$ cat src/rtl/soc_dmem_arb_if.sv
// Bus bundle between the CPU port (m0), the VGA fetcher (m1) and the data RAM.
// The slave modport is the arbiter's view; the master modport is the driving side.
interface soc_dmem_arb_if #(
    parameter int AW = 32,
    parameter int DW = 32
);
    logic              m0_req;
    logic              m0_we;
    logic [AW-1:0]     m0_addr;
    logic [DW-1:0]     m0_wdata;
    logic [DW/8-1:0]   m0_wmask;
    logic              m0_gnt;
    logic              m0_rvalid;
    logic [DW-1:0]     m0_rdata;

    logic              m1_req;
    logic [AW-1:0]     m1_addr;
    logic              m1_gnt;
    logic              m1_rvalid;
    logic [DW-1:0]     m1_rdata;

    logic              ram_en;
    logic              ram_we;
    logic [AW-3:0]     ram_addr;
    logic [DW-1:0]     ram_wdata;
    logic [DW/8-1:0]   ram_wmask;
    logic [DW-1:0]     ram_rdata;

    modport slave (
        input  m0_req, m0_we, m0_addr, m0_wdata, m0_wmask,
        output m0_gnt, m0_rvalid, m0_rdata,
        input  m1_req, m1_addr,
        output m1_gnt, m1_rvalid, m1_rdata,
        output ram_en, ram_we, ram_addr, ram_wdata, ram_wmask,
        input  ram_rdata
    );

    modport master (
        output m0_req, m0_we, m0_addr, m0_wdata, m0_wmask,
        input  m0_gnt, m0_rvalid, m0_rdata,
        output m1_req, m1_addr,
        input  m1_gnt, m1_rvalid, m1_rdata,
        input  ram_en, ram_we, ram_addr, ram_wdata, ram_wmask,
        output ram_rdata
    );
endinterface

$ cat src/rtl/soc_dmem_arb.sv
// Two-master data RAM arbiter: fixed m1 priority with an m0 starvation guard,
// or round-robin when SOC_DMEM_ARB_RR_EN is defined.
//
// rd_own state | meaning
// OWN_IDLE     | no read data due this cycle
// OWN_M0       | RAM read data this cycle belongs to m0
// OWN_M1       | RAM read data this cycle belongs to m1
module soc_dmem_arb #(
    parameter int AW       = 32,
    parameter int DW       = 32,
    parameter int MAX_WAIT = 4
) (
    input  logic            clk,
    input  logic            reset,
    soc_dmem_arb_if.slave   bus
);
    typedef enum logic [1:0] {
        OWN_IDLE = 2'd0,
        OWN_M0   = 2'd1,
        OWN_M1   = 2'd2
    } own_t;

    own_t r_rd_own;
    logic w_m0_win;
    logic w_m0_gnt;
    logic w_m1_gnt;
    logic w_m0_rvalid;
    logic w_m1_rvalid;
    logic w_unused;

`ifdef SOC_DMEM_ARB_RR_EN
    // r_last_m1 = 1 means the last grant went to m1 (reset value)
    logic r_last_m1;

    assign w_m0_win = r_last_m1;

    always_ff @(posedge clk) begin
        if (!reset) begin
            r_last_m1 <= 1'b1;
        end else if (w_m0_gnt) begin
            r_last_m1 <= 1'b0;
        end else if (w_m1_gnt) begin
            r_last_m1 <= 1'b1;
        end
    end

    assign w_unused = ^{bus.m0_addr[1:0], bus.m1_addr[1:0], 4'(MAX_WAIT)};
`else
    localparam logic [3:0] LP_MAX_WAIT = 4'(MAX_WAIT);

    logic [3:0] r_wait_cnt;

    assign w_m0_win = (r_wait_cnt == LP_MAX_WAIT);

    always_ff @(posedge clk) begin
        if (!reset) begin
            r_wait_cnt <= 4'd0;
        end else if (bus.m0_req && !w_m0_gnt) begin
            if (r_wait_cnt < LP_MAX_WAIT) begin
                r_wait_cnt <= r_wait_cnt + 4'd1;
            end
        end else begin
            r_wait_cnt <= 4'd0;
        end
    end

    assign w_unused = ^{bus.m0_addr[1:0], bus.m1_addr[1:0]};
`endif

    // Grants are forced low while reset is held so every output reads 0
    assign w_m0_gnt = reset & bus.m0_req & (~bus.m1_req | w_m0_win);
    assign w_m1_gnt = reset & bus.m1_req & ~w_m0_gnt;

    always_ff @(posedge clk) begin
        if (!reset) begin
            r_rd_own <= OWN_IDLE;
        end else if (w_m0_gnt && !bus.m0_we) begin
            r_rd_own <= OWN_M0;
        end else if (w_m1_gnt) begin
            r_rd_own <= OWN_M1;
        end else begin
            r_rd_own <= OWN_IDLE;
        end
    end

    assign bus.m0_gnt    = w_m0_gnt;
    assign bus.m1_gnt    = w_m1_gnt;

    assign bus.ram_en    = w_m0_gnt | w_m1_gnt;
    assign bus.ram_we    = w_m0_gnt & bus.m0_we;
    assign bus.ram_addr  = w_m0_gnt ? bus.m0_addr[AW-1:2] :
                           w_m1_gnt ? bus.m1_addr[AW-1:2] : '0;
    assign bus.ram_wdata = w_m0_gnt ? bus.m0_wdata : '0;
    assign bus.ram_wmask = w_m0_gnt ? bus.m0_wmask : '0;

    // A read granted just before reset asserts is dropped by this gating
    assign w_m0_rvalid   = reset & (r_rd_own == OWN_M0);
    assign w_m1_rvalid   = reset & (r_rd_own == OWN_M1);

    assign bus.m0_rvalid = w_m0_rvalid;
    assign bus.m1_rvalid = w_m1_rvalid;
    assign bus.m0_rdata  = w_m0_rvalid ? bus.ram_rdata : '0;
    assign bus.m1_rdata  = w_m1_rvalid ? bus.ram_rdata : '0;
endmodule

$ cat src/flat_wrapper.sv
// flat-port wrapper written by rule: the top's interface ports become plain ports
module soc_dmem_arb_flat 
#(
    parameter int AW       = 32,
    parameter int DW       = 32,
    parameter int MAX_WAIT = 4
)
  (clk, reset, bus_m0_req, bus_m0_we, bus_m0_addr, bus_m0_wdata, bus_m0_wmask, bus_m0_gnt, bus_m0_rvalid, bus_m0_rdata, bus_m1_req, bus_m1_addr, bus_m1_gnt, bus_m1_rvalid, bus_m1_rdata, bus_ram_en, bus_ram_we, bus_ram_addr, bus_ram_wdata, bus_ram_wmask, bus_ram_rdata);
  soc_dmem_arb_if #(.AW(AW), .DW(DW)) bus_i ();
  input  logic clk;
  input  logic reset;
  input wire logic [$bits(bus_i.m0_req)-1:0] bus_m0_req;
  input wire logic [$bits(bus_i.m0_we)-1:0] bus_m0_we;
  input wire logic [$bits(bus_i.m0_addr)-1:0] bus_m0_addr;
  input wire logic [$bits(bus_i.m0_wdata)-1:0] bus_m0_wdata;
  input wire logic [$bits(bus_i.m0_wmask)-1:0] bus_m0_wmask;
  output wire logic [$bits(bus_i.m0_gnt)-1:0] bus_m0_gnt;
  output wire logic [$bits(bus_i.m0_rvalid)-1:0] bus_m0_rvalid;
  output wire logic [$bits(bus_i.m0_rdata)-1:0] bus_m0_rdata;
  input wire logic [$bits(bus_i.m1_req)-1:0] bus_m1_req;
  input wire logic [$bits(bus_i.m1_addr)-1:0] bus_m1_addr;
  output wire logic [$bits(bus_i.m1_gnt)-1:0] bus_m1_gnt;
  output wire logic [$bits(bus_i.m1_rvalid)-1:0] bus_m1_rvalid;
  output wire logic [$bits(bus_i.m1_rdata)-1:0] bus_m1_rdata;
  output wire logic [$bits(bus_i.ram_en)-1:0] bus_ram_en;
  output wire logic [$bits(bus_i.ram_we)-1:0] bus_ram_we;
  output wire logic [$bits(bus_i.ram_addr)-1:0] bus_ram_addr;
  output wire logic [$bits(bus_i.ram_wdata)-1:0] bus_ram_wdata;
  output wire logic [$bits(bus_i.ram_wmask)-1:0] bus_ram_wmask;
  input wire logic [$bits(bus_i.ram_rdata)-1:0] bus_ram_rdata;
  assign bus_i.m0_req = bus_m0_req;
  assign bus_i.m0_we = bus_m0_we;
  assign bus_i.m0_addr = bus_m0_addr;
  assign bus_i.m0_wdata = bus_m0_wdata;
  assign bus_i.m0_wmask = bus_m0_wmask;
  assign bus_m0_gnt = bus_i.m0_gnt;
  assign bus_m0_rvalid = bus_i.m0_rvalid;
  assign bus_m0_rdata = bus_i.m0_rdata;
  assign bus_i.m1_req = bus_m1_req;
  assign bus_i.m1_addr = bus_m1_addr;
  assign bus_m1_gnt = bus_i.m1_gnt;
  assign bus_m1_rvalid = bus_i.m1_rvalid;
  assign bus_m1_rdata = bus_i.m1_rdata;
  assign bus_ram_en = bus_i.ram_en;
  assign bus_ram_we = bus_i.ram_we;
  assign bus_ram_addr = bus_i.ram_addr;
  assign bus_ram_wdata = bus_i.ram_wdata;
  assign bus_ram_wmask = bus_i.ram_wmask;
  assign bus_i.ram_rdata = bus_ram_rdata;
  soc_dmem_arb #(.AW(AW), .DW(DW), .MAX_WAIT(MAX_WAIT)) u_core (.clk(clk), .reset(reset), .bus(bus_i));
endmodule
$ cat config.mk
export PLATFORM = sky130hd
export DESIGN_NAME = soc_dmem_arb_flat
export DESIGN_NICKNAME = d
export VERILOG_FILES = /design/src/rtl/soc_dmem_arb_if.sv /design/src/rtl/soc_dmem_arb.sv /design/src/flat_wrapper.sv
export SDC_FILE = /design/constraint.sdc
export NUM_CORES = 1
export LEC_CHECK = 0
export ABC_AREA = 1
export BUFFER_PORTS_ARGS = -buffer_cell sky130_fd_sc_hd__buf_2
export CORE_AREA = 2 2 105 107
export DETAILED_ROUTE_END_ITERATION = 8
export DIE_AREA = 0 0 107 109
export GPL_ROUTABILITY_DRIVEN = 0
export SLEW_MARGIN = 40
export SYNTH_ARGS = -nofsm -noshare
export SYNTH_HDL_FRONTEND = slang
export SYNTH_SLANG_ARGS = --single-unit
$ cat constraint.sdc
create_clock -name clk -period 2.12 [get_ports clk]
set_input_delay 0.424 -clock clk [delete_from_list [all_inputs] [get_ports clk]]
set_output_delay 0.424 -clock clk [all_outputs]
set_load 0.03 [all_outputs]
==> results.json <==
{
  "cp_slowest_cell": "dfxtp_1",
  "post_drt_wl_per_cell_um": 11.3,
  "path_clk_slew_ps": 40,
  "clk_latency_ps": 220,
  "numPortBuffers": 268,
  "synth.cell_area_mm2": 0.00148,
  "fin_nets": 731,
  "worstPathRequired_ps": 1700,
  "die_x_um": 107,
  "yosysUniqueCellTypes": 14,
  "crit_arrival_ps": 1630,
  "detailedPlace.worstSlack_ps": 204,
  "core_mm2": 0.0106,
  "critPathBufInv": 4,
  "drv_slew": 0,
  "finalHoldViolCount": 0,
  "finalSetupViolations": 0,
  "finalCritPeriodShare_pct": 96.9,
  "clockPowerShare_pct": 19.4,
  "min_period_ps": 2050,
  "synth_seq_cells": 6,
  "vias": 2888,
  "critPathTopFamily": "buffers and inverters",
  "overflow": 0,
  "cts_sinks": 6,
  "via_per_inst": 3.96,
  "drive_above_1_share_pct": 52.2,
  "hold_buffers": 0,
  "syn-num-nets": 461,
  "seqPwrFrac_pct": 13.4,
  "syn_inst": 322,
  "antenna_found_initial": 2,
  "die_h_um": 109,
  "cts_tree": "built",
  "max_slew_margin_pct": 83.0,
  "design_area_mm2": 0.00338,
  "fin_skew_ps": 0.357,
  "start_util_pct": 13.9,
  "grt_pass1_vias": 2341,
  "grt_first_pass_wirelength_um": 10500,
  "cp-end-kind": "primary output",
  "clk_path_buf_depth": 2,
  "wl_um": 8260,
  "mostFrequentLayoutCell": "buf_2",
  "max_cap_viol_count": 0,
  "syn2layout_area_growth_pct": 129,
  "path_class": "reg2out",
  "worstPathMaxFanout": 5,
  "synth_seq_area_share_pct": 8.14,
  "rr_worst_depth": 8,
  "final_cell_mix": "buf_2 (240), nor2_1 (101), inv_1 (76)",
  "tightest_slew_ps": 255,
  "p_comb_share_pct": 67.2,
  "ant_nets": 0,
  "num_rows": 38,
  "peakVddDrop_mv": 0.163,
  "first_pass_iters": 4,
  "cts_made_buffers": 3,
  "holdWs_ps": 374,
  "drt_iter0_markers": 154,
  "hold_path_class": "in2reg",
  "timing.rr.start": "u_core.r_wait_cnt[1]",
  "io_pins": 273,
  "cp-start-kind": "flop",
  "grt.total_usage_pct": 11.2,
  "p_int_mw": 0.472,
  "placed_cell_area_mm2": 0.00301,
  "worst-r2r-setup-slack_ps": 850,
  "max_freq_mhz": 487,
  "die_area_mm2": 0.0117,
  "whs_endpoint": "u_core.r_rd_own[0]",
  "clock-root-buffer": "clkbuf_8",
  "status": "completed",
  "htreeDepth": 1,
  "min_path_cells": 2,
  "diodes": 0,
  "power.switching_mw": 0.408,
  "synth.avg_cell_area_um2": 4.58,
  "ys_warn_count": 0,
  "hold_start": "bus_m0_we",
  "fin_ws_ps": 65.5,
  "power_density_mw_per_mm2": 261,
  "drc": 0,
  "grt_max_degree": 43,
  "regToRegEndpoint": "u_core.r_rd_own[1]",
  "crit_path_cell_trace": "inv_1, ha_2, nand3_4, nand2_8, nand2_8, buf_8, buf_12, nor2_2, buf_4",
  "leakagePower_nw": 2.42,
  "crit_path_frequent_cell": "nand2_8",
  "p_sw_share_pct": 46.4,
  "setup.worst_path.start": "u_core.r_wait_cnt[1]",
  "max_stage_delay_ps": 300,
  "dpl.hpwl_um": 6420
}
==> sequential cells by signal, indices dropped and copies added, names as in the netlist <==
register	cells
u_core.r_wait_cnt	4
u_core.r_rd_own	2
==> metal layers <==
layer / wire [um] / share of wire (%) / global-route usage, % / vias up
li1: - / - / - / 1472
met5: 27 / 0.33 / 0 / -
met2: 4180 / 51 / 20.6 / 166
met4: 62 / 0.75 / 2.50 / 4
met3: 853 / 10 / 2.69 / 8
met1: 3140 / 38 / 13.1 / 1238
==> area by class of cell <==
class                   count  area [um^2]
fillers                  1206         7230
repair buffers            286         1720
multi-input cells         216         1020
inverters                  79          297
well taps                 140          175
flip-flops and latches      6          121
clock buffers               3         41.3
==> worst max-delay path by stage <==
stage / end / slack, ps / cells after the start
finish: bus_ram_wdata[25] / 70 / 9
floorplan: bus_m1_gnt / 160 / 8
global placement: bus_ram_addr[3] / 210 / 9
CTS: bus_ram_wdata[23] / -9 / 9
global route: bus_ram_wdata[28] / -0.1 / 9
detailed placement: bus_ram_wdata[23] / 200 / 9
==> power by group through the flow <==
| stage | Clock, mW | Combinational [mW] | Sequential [mW] |
|---|---|---|---|
| after floorplan | 0 | 0.306 | 0.119 |
| after detailed placement | 0 | 0.538 | 0.119 |
| after global placement | 0 | 0.536 | 0.119 |
| after global routing | 0.181 | 0.643 | 0.118 |
| after CTS | 0.173 | 0.543 | 0.117 |
| final | 0.171 | 0.592 | 0.118 |
==> cells by family (layout without fill, tap and decap cells) <==
kind of cell | Yosys count | after routing | synth area share (%)
AO/OA/AOI/OAI | 2 | 2 | 0.679
XOR/XNOR | 1 | 1 | 0.594
adder cells (fa/ha/maj) | 2 | 2 | 1.70
buffers and inverters | 101 | 368 | 28.1
flip-flops | 6 | 6 | 8.14
AND/OR/NAND/NOR | 210 | 211 | 60.8
==> metrics by stage <==
| stage | utilization [%] | power (mW) | instances | setup TNS (ps) |
|---|---|---|---|---|
| 2_1_floorplan | - | 0.425 | 322 | 0 |
| 3_3_place_gp | 28.4 | 0.655 | 720 | 0 |
| 3_5_place_dp | 28.4 | 0.658 | 720 | 0 |
| 4_1_cts | 28.9 | 0.833 | 723 | -38.8 |
| 5_1_grt | 31.9 | 0.941 | 730 | -0.102 |
| 6_report | 31.9 | 0.881 | 730 | 0 |
==> Yosys cell counts <==
cell / n / area (um^2)
nor2_1: 101 / 379
inv_1: 77 / 289
nand3_1: 63 / 315
nand2_1: 34 / 128
buf_2: 16 / 80.1
nor2_2: 10 / 62.6
dfxtp_1: 6 / 120
clkbuf_1: 4 / 15.0
a21oi_1: 2 / 10.0
buf_6: 2 / 22.5
ha_1: 2 / 25.0
inv_2: 2 / 7.51
nand2_2: 2 / 12.5
xor2_1: 1 / 8.76
==> timing repair <==
action,in CTS,in global routing
buffers inserted,0,1
endpoints found under the setup margin,22,52
resized for setup,3,72
pin swaps,0,4
gates cloned,0,6
Power figures use the tool's default switching activity.
